==> src/rtl/seq_pattern_detector.sv <==
// Serial KMP-style pattern detector: consumes qualified bits, pulses MATCH on
// pattern completion, keeps a saturating match count and a shift history.
module seq_pattern_detector #(
  parameter int           N       = 4,
  parameter logic [N-1:0] PATTERN = 4'b1011,
  parameter bit           OVERLAP = 1'b1,
  parameter int           CNT_W   = 8
) (
  input  logic                       CLK,
  input  logic                       R,
  input  logic                       EN,
  input  logic                       D,
  input  logic                       CLR,
  output logic                       MATCH,
  output logic [$clog2(N+1)-1:0]     STATE,
  output logic [CNT_W-1:0]           COUNT,
  output logic [N-1:0]               HIST
);

  localparam int SW = $clog2(N+1);

  // Bit i of the pattern in arrival order (i = 0 is received first).
  function automatic logic pbit(input int i);
    logic [N-1:0] tmp;
    tmp = PATTERN >> (N - 1 - i);
    return tmp[0];
  endfunction

  // Longest pattern prefix that is a suffix of (matched prefix of length s, then b).
  function automatic int kmp_next(input int s, input logic b);
    int   best;
    int   x;
    logic ok;
    logic c;
    best = 0;
    for (int k = 1; k <= s + 1; k++) begin
      ok = 1'b1;
      for (int j = 0; j < k; j++) begin
        x = s + 1 - k + j;
        c = (x < s) ? pbit(x) : b;
        if (c != pbit(j)) ok = 1'b0;
      end
      if (ok) best = k;
    end
    return best;
  endfunction

  function automatic int border_len();
    int   best;
    logic ok;
    best = 0;
    for (int k = 1; k < N; k++) begin
      ok = 1'b1;
      for (int j = 0; j < k; j++) begin
        if (pbit(j) != pbit(N - k + j)) ok = 1'b0;
      end
      if (ok) best = k;
    end
    return best;
  endfunction

  localparam int             BORDER   = border_len();
  localparam logic [SW-1:0]  BORDER_S = SW'(BORDER);
  localparam logic [SW-1:0]  LAST_S   = SW'(N - 1);

  // Transition tables, padded to a power of two so any state code indexes safely.
  logic [SW-1:0] nxt0 [2**SW];
  logic [SW-1:0] nxt1 [2**SW];

  for (genvar s = 0; s < 2**SW; s++) begin : g_tbl
    if (s < N) begin : g_live
      localparam int T0 = kmp_next(s, 1'b0);
      localparam int T1 = kmp_next(s, 1'b1);
      assign nxt0[s] = T0[SW-1:0];
      assign nxt1[s] = T1[SW-1:0];
    end else begin : g_pad
      assign nxt0[s] = '0;
      assign nxt1[s] = '0;
    end
  end

  logic [SW-1:0]    state_q, state_d;
  logic [CNT_W-1:0] count_q, count_d;
  logic [N-1:0]     hist_q,  hist_d;
  logic             match_q, match_d;
  logic             complete;

  assign complete = (state_q == LAST_S) && (D == PATTERN[0]);

  always_comb begin
    state_d = state_q;
    count_d = count_q;
    hist_d  = hist_q;
    match_d = 1'b0;
    if (CLR) begin
      state_d = '0;
      count_d = '0;
      hist_d  = '0;
    end else if (EN) begin
      hist_d = {hist_q[N-2:0], D};
      if (complete) begin
        match_d = 1'b1;
        if (count_q != {CNT_W{1'b1}}) count_d = count_q + CNT_W'(1);
        state_d = OVERLAP ? BORDER_S : '0;
      end else begin
        state_d = D ? nxt1[state_q] : nxt0[state_q];
      end
    end
  end

  always_ff @(posedge CLK or negedge R) begin
    if (!R) begin
      state_q <= '0;
      count_q <= '0;
      hist_q  <= '0;
      match_q <= 1'b0;
    end else begin
      state_q <= state_d;
      count_q <= count_d;
      hist_q  <= hist_d;
      match_q <= match_d;
    end
  end

  assign MATCH = match_q;
  assign STATE = state_q;
  assign COUNT = count_q;
  assign HIST  = hist_q;

endmodule

==> config.mk <==
export PLATFORM = sky130hd
export DESIGN_NAME = seq_pattern_detector
export DESIGN_NICKNAME = d
export VERILOG_FILES = /design/src/rtl/seq_pattern_detector.sv
export SDC_FILE = /design/constraint.sdc
export NUM_CORES = 1
export LEC_CHECK = 0
export ABC_AREA = 1
export CORE_MARGIN = 2
export CORE_UTILIZATION = 45
export DETAILED_ROUTE_END_ITERATION = 10
export PLACE_DENSITY_LB_ADDON = 0.05
export SYNTH_ARGS = -nofsm -noshare
export SYNTH_HDL_FRONTEND = slang
export SYNTH_SLANG_ARGS = --single-unit
==> constraint.sdc <==
create_clock -name CLK -period 1.79 [get_ports CLK]
set_clock_uncertainty 0.2 [all_clocks]
set_input_delay 0.358 -clock CLK [delete_from_list [all_inputs] [get_ports CLK]]
set_output_delay 0.358 -clock CLK [all_outputs]
set_load 0.02 [all_outputs]
Yosys cells after proc, flatten, opt, wreduce, memory -nomap -nowiden
Memories as Yosys holds them, arrays and structs flattened.
Cells that the tools add are included.
{"block": "op_classes", "n_lt_le_gt_ge": 1, "bitwise_logic": 1, "n_eq_ne": 2, "reduce_logical": 5, "n_addsub": 1, "mux": 17}
{"cell": "$mux 8", "n": 4}
{"cell": "$mux 3", "n": 8}
{"cell": "$add 8x1->8 const B", "n": 1}
{"cell": "$mux 4", "n": 2}
{"cell": "$ne 8x8->1 const B", "n": 1}
{"cell": "$reduce_bool 2->1", "n": 3}
{"cell": "$ge 4x4->1 const B", "n": 1}
{"cell": "$not 3->4", "n": 1}
{"cell": "$eq 3x2->1 const B", "n": 1}
{"cell": "$mux 1", "n": 3}
{"cell": "$reduce_and 3->1", "n": 1}
{"cell": "$logic_and 1x1->1", "n": 1}
{"block": "totals", "out_inout_bits": 16, "mem_count": 2, "inputBits": 5, "romBits": 48, "ff_bits": 16}
{"name": "(name not given)", "depth": 8, "width": 3, "read_ports": 1, "rd_clocked_by_memory_dff": 0, "write_ports": 0, "line": "106", "text": "state_d = D ? nxt1[state_q] : nxt0[state_q];"}
{"name": "(name not given)", "depth": 8, "width": 3, "read_ports": 1, "rd_clocked_by_memory_dff": 0, "write_ports": 0, "line": "106"}

Longest topological paths before layout
{"block": "depth", "word_depth": 8, "depth_mapped": 9, "ltp_nobuf": 9}

Worst setup path after synthesis
OpenSTA, ideal clock, no wires.
{"block": "synth_timing", "path_kind": "register to register", "start": "reg count_q[1] (netlist: COUNT[1])", "end": "reg count_q[4] (netlist: COUNT[4])", "t_arrival_ns": 1.253, "required_ns": 1.469, "setup_time_ns": 0.121, "synth_period_minus_slack_ns": 1.574, "setup_slack_ns": 0.216, "stages_incl_launch_ff": 9, "cell_sequence": "dfrtp_1 -> ha_1 -> nand2_2 -> nor2_4 -> nand2_2 -> nand2_2 -> nand2_4 -> nand2_1 -> o21ai_1"}
{"block": "synth_between", "elab_chain_len": 5, "elab_cells_between_ends": 8, "cone_classes": "1 x add/sub; 1 x eq/ne; 4 x mux; 2 x reduce/logical"}
{"item": "start: declaration", "line": "83", "text": "logic [CNT_W-1:0] count_q, count_d;"}
{"item": "start signal: assignment", "line": "119", "text": "count_q <= count_d;"}
{"item": "$add 8x1->8", "line": "103", "text": "if (count_q != {CNT_W{1'b1}}) count_d = count_q + CNT_W'(1);"}
{"item": "$mux 8", "line": "103"}
{"item": "$mux 8", "line": "101", "text": "if (complete) begin"}
{"item": "$mux 8", "line": "99", "text": "end else if (EN) begin"}
{"item": "$mux 8", "line": "95", "text": "if (CLR) begin"}
Several ways; a longest one is shown, not always the timed one. The select of a mux whose other input is x is not followed.
A chain may end at the register's enable or synchronous reset.

Worst setup path in the final report
{"block": "layout_timing", "start": "reg count_q[3] (netlist: COUNT[3])", "end": "out COUNT[3]"}
{"item": "end: declaration", "line": "16", "text": "output logic [CNT_W-1:0] COUNT,"}
No word-level cell between the ends.

==> summary.md <==
| Metric | Value |
|---|---|
| Status | `finished clean` |
| Net Count, Synth | `111` |
| Initial antenna violation count | `0` |
| Clk sink count | `15` |
| Hold slack | `0.171 ns` |
| Placer Congestion | `0.827` |
| DRT antenna net count | `0` |
| Detailed Routing Iterations Pass 1 | `4` |
| Final Cycle Share | `93.4%` |
| Die Ht | `46.3 µm` |
| Ant. Diodes | `0` |
| CORE AREA | `0.00171 mm²` |
| Die Wd | `~46 µm` |
| Clock network power share | `33.2%` |
| Synthesis-to-finish area growth | `34.7%` |
| # H-tree levels | `1` |
| DR iter-0 viols | `19` |
| NumNets Final | `141` |
| Root buf cell | `clkbuf_4` |
| Crit-path max FO | `5` |
| Total Wirelength | `1720 µm` |
| FP Rows | `15` |
| Pleak | `about 0.00059 µW` |
| Sw Ratio | `26.2%` |
| Logic pwr share | `between 10% and 20%` |
| I/O pin cnt | `21` |
| Syn_area_per_cell | `7.66 µm²` |
| Clock buffer depth | `2` |
| Max Clk Rate | `598 MHz` |
| CP Capture Type | `primary output` |
| Share of cells above drive strength 1 | `between 10% and 20%` |
| Die area | `0.00214 mm²` |
| Top delay family on crit path | `flip-flops` |
| Vias in the first global route | `about 670` |
| CP cell instances | `dlygate4sd2_1` |
| CP max stage delay | `roughly 0.46 ns` |
| First-pass GRT wire length | `2840 µm` |
| Crit path max-delay cell type | `dfrtp_1` |
| Power Density | `about 560 mW/mm²` |
| Fin area | `0.00108 mm²` |
| Initial Util | `47.1%` |
| Clock transition at path regs | `0.10 ns` |
| Part of the power in registers | `56.8%` |
| Vias per Instance | `4.64` |
| Max-slew violations | `0` |
| Hold Path Class | `in2async` |
| Net switching power | `159 µW` |
| Worst Setup Start Kind | `flip-flop` |
| Yosys warns | `0` |
| Grt total ovfl | `0` |
| Crit path kind | `reg2out` |
| Final min period | `1.67 ns` |
| Routed length per instance | `10.8 µm` |
| Hold Vio Cnt, Final | `0` |
| Via count | `about 740` |
| Max VDD drop | `0.454 mV` |
| Total GRT Usage | `19.1%` |
| P_int | `roughly 450 µW` |
| Register area share after synthesis | `between 40% and 50%` |
| Clk Latency, worst-skew pair | `0.29 ns` |
| WP buf/inv | `1` |
| CTS Hold Bufs | `0` |
| Num CTS Buffers | `3` |
| Post-Syn Instances | `105` |
| Filler cells | `161` |
| Setup violators final | `0` |
| Critical path arrival | `1.11 ns` |
| Fin Setup TNS | `0 ns` |
| Number of port buffers | `19` |
| Post-Syn Area | `a little over 800 µm²` |
| RSZ-0062 raised after global routing | `false` |
| Max cap viols | `0` |
| Post-DP HPWL | `1330 µm` |
| Largest net degree at the start of global routing | `16` |
| CTS tree | `built` |
| Seq cells post-synth | `15` |
| CP Data Required Time | `1.23 ns` |
| Placed Area | `0.00107 mm²` |
| Post-synth cell types | `21` |
| DRC | `0` |
==> logic make-up (layout without fill, tap and decap cells) <==
logic type / Yosys count / count (layout) / share of synthesized area, %
AOI/OAI and AO/OA: 11 / 11 / 7.46
and+or+nand+nor: 57 / 57 / 31.6
other: 1 / 1 / 0.466
xor gates and xnor gates: 2 / 2 / 2.18
buffers and inverters: 18 / 47 / 10.1
DFF: 15 / 15 / 46.7
adders and majority gates: 1 / 1 / 1.55
==> power groups by stage <==
| stage | Sequential [µW] | Clock [µW] | Combinational [µW] |
|---|---|---|---|
| final | 346 | 202 | 61.1 |
| after global placement | 352 | 0 | 64.1 |
| after floorplan | 358 | 0 | 22.5 |
| after detailed placement | 353 | 0 | 64.6 |
| after global routing | 346 | 220 | 68.2 |
| after CTS | 346 | 204 | 62.0 |
==> cell usage in the layout (no fill, tap or decap), types with 3 or more instances in the layout <==
cell	netlist	routed
nand3_1	8	8
nor2_1	13	13
clkdlybuf4s50_1	0	4
nand2_1	28	28
dfrtp_1	15	15
clkbuf_4	0	3
o21ai_1	6	6
dlygate4sd2_1	0	14
inv_1	14	14
nand2_2	3	3
buf_4	1	7
==> registers in the layout, indices dropped and copies added, names as in the netlist <==
register	count
COUNT	8
HIST	4
MATCH	1
STATE	2
==> through the flow <==
step | cells | util [%] | worst slack [ns] | power, µW
2_1_floorplan | 105 | - | 0.216 | 381
3_3_place_gp | 155 | 62.7 | 0.0248 | 416
3_5_place_dp | 155 | 62.7 | 0.0120 | 417
4_1_cts | 159 | 63.3 | 0.00965 | 611
5_1_grt | 159 | 63.4 | 0.0772 | 634
6_report | 159 | 63.4 | 0.119 | 609
==> synth_stat cells <==
| library cell | count | area, µm² |
|---|---|---|
| nand2_4 | 1 | 11.3 |
| dfrtp_1 | 15 | 375 |
| nand2_1 | 28 | 105 |
| o31ai_1 | 1 | 7.51 |
| o22ai_1 | 2 | 12.5 |
| clkinv_4 | 2 | 17.5 |
| nand2_2 | 3 | 18.8 |
| buf_4 | 1 | 7.51 |
| a21oi_1 | 1 | 5.00 |
| nor2_4 | 1 | 11.3 |
| o21ai_1 | 6 | 30.0 |
| nand3_1 | 8 | 40.0 |
| nand4_1 | 1 | 6.26 |
| xor2_1 | 2 | 17.5 |
| conb_1 | 1 | 3.75 |
| inv_2 | 1 | 3.75 |
| nor2_2 | 2 | 12.5 |
| ha_1 | 1 | 12.5 |
| inv_1 | 14 | 52.6 |
| nor2_1 | 13 | 48.8 |
| o21ai_0 | 1 | 5.00 |
==> timing repair <==
action,CTS,global route
setup endpoints to repair,14,1
gates resized for setup,14,1
gates cloned,0,0
buffers inserted,0,0
==> routing by layer <==
layer	global-route usage (%)	up-vias	routed length [µm]
met5	0	-	0
met4	9.71	0	34
met3	5.49	5	66
met2	26.9	17	747
met1	26.2	335	872
li1	-	380	-
==> worst paths after layout <==
check,startpoint,end,slack (ns),cells after the start
max in group asynchronous,R,COUNT[0]$_DFFE_PN0P_,1.04,2
hold reg to reg,HIST[3]$_DFFE_PN0P_,HIST[3]$_DFFE_PN0P_,0.30,2
hold / removal,R,STATE[1]$_DFFE_PN0P_,0.17,2
setup reg to reg,COUNT[1]$_DFFE_PN0P_,COUNT[0]$_DFFE_PN0P_,0.21,7
min in group CLK,HIST[3]$_DFFE_PN0P_,HIST[3]$_DFFE_PN0P_,0.30,2
setup / recovery,COUNT[3]$_DFFE_PN0P_,COUNT[3],0.12,1
==> final cells by class <==
type | count | area [µm²] | share of cell area, %
clock inverters | 1 | 5.00 | 0.462
inverters | 17 | 73.8 | 6.81
well taps | 25 | 31.3 | 2.89
repair buffers | 26 | 228 | 21.0
clock buffers | 3 | 22.5 | 2.08
flip-flops and latches | 15 | 375 | 34.6
multi-input cells | 72 | 348 | 32.1
No activity file was read; power rests on OpenSTA's default activity.
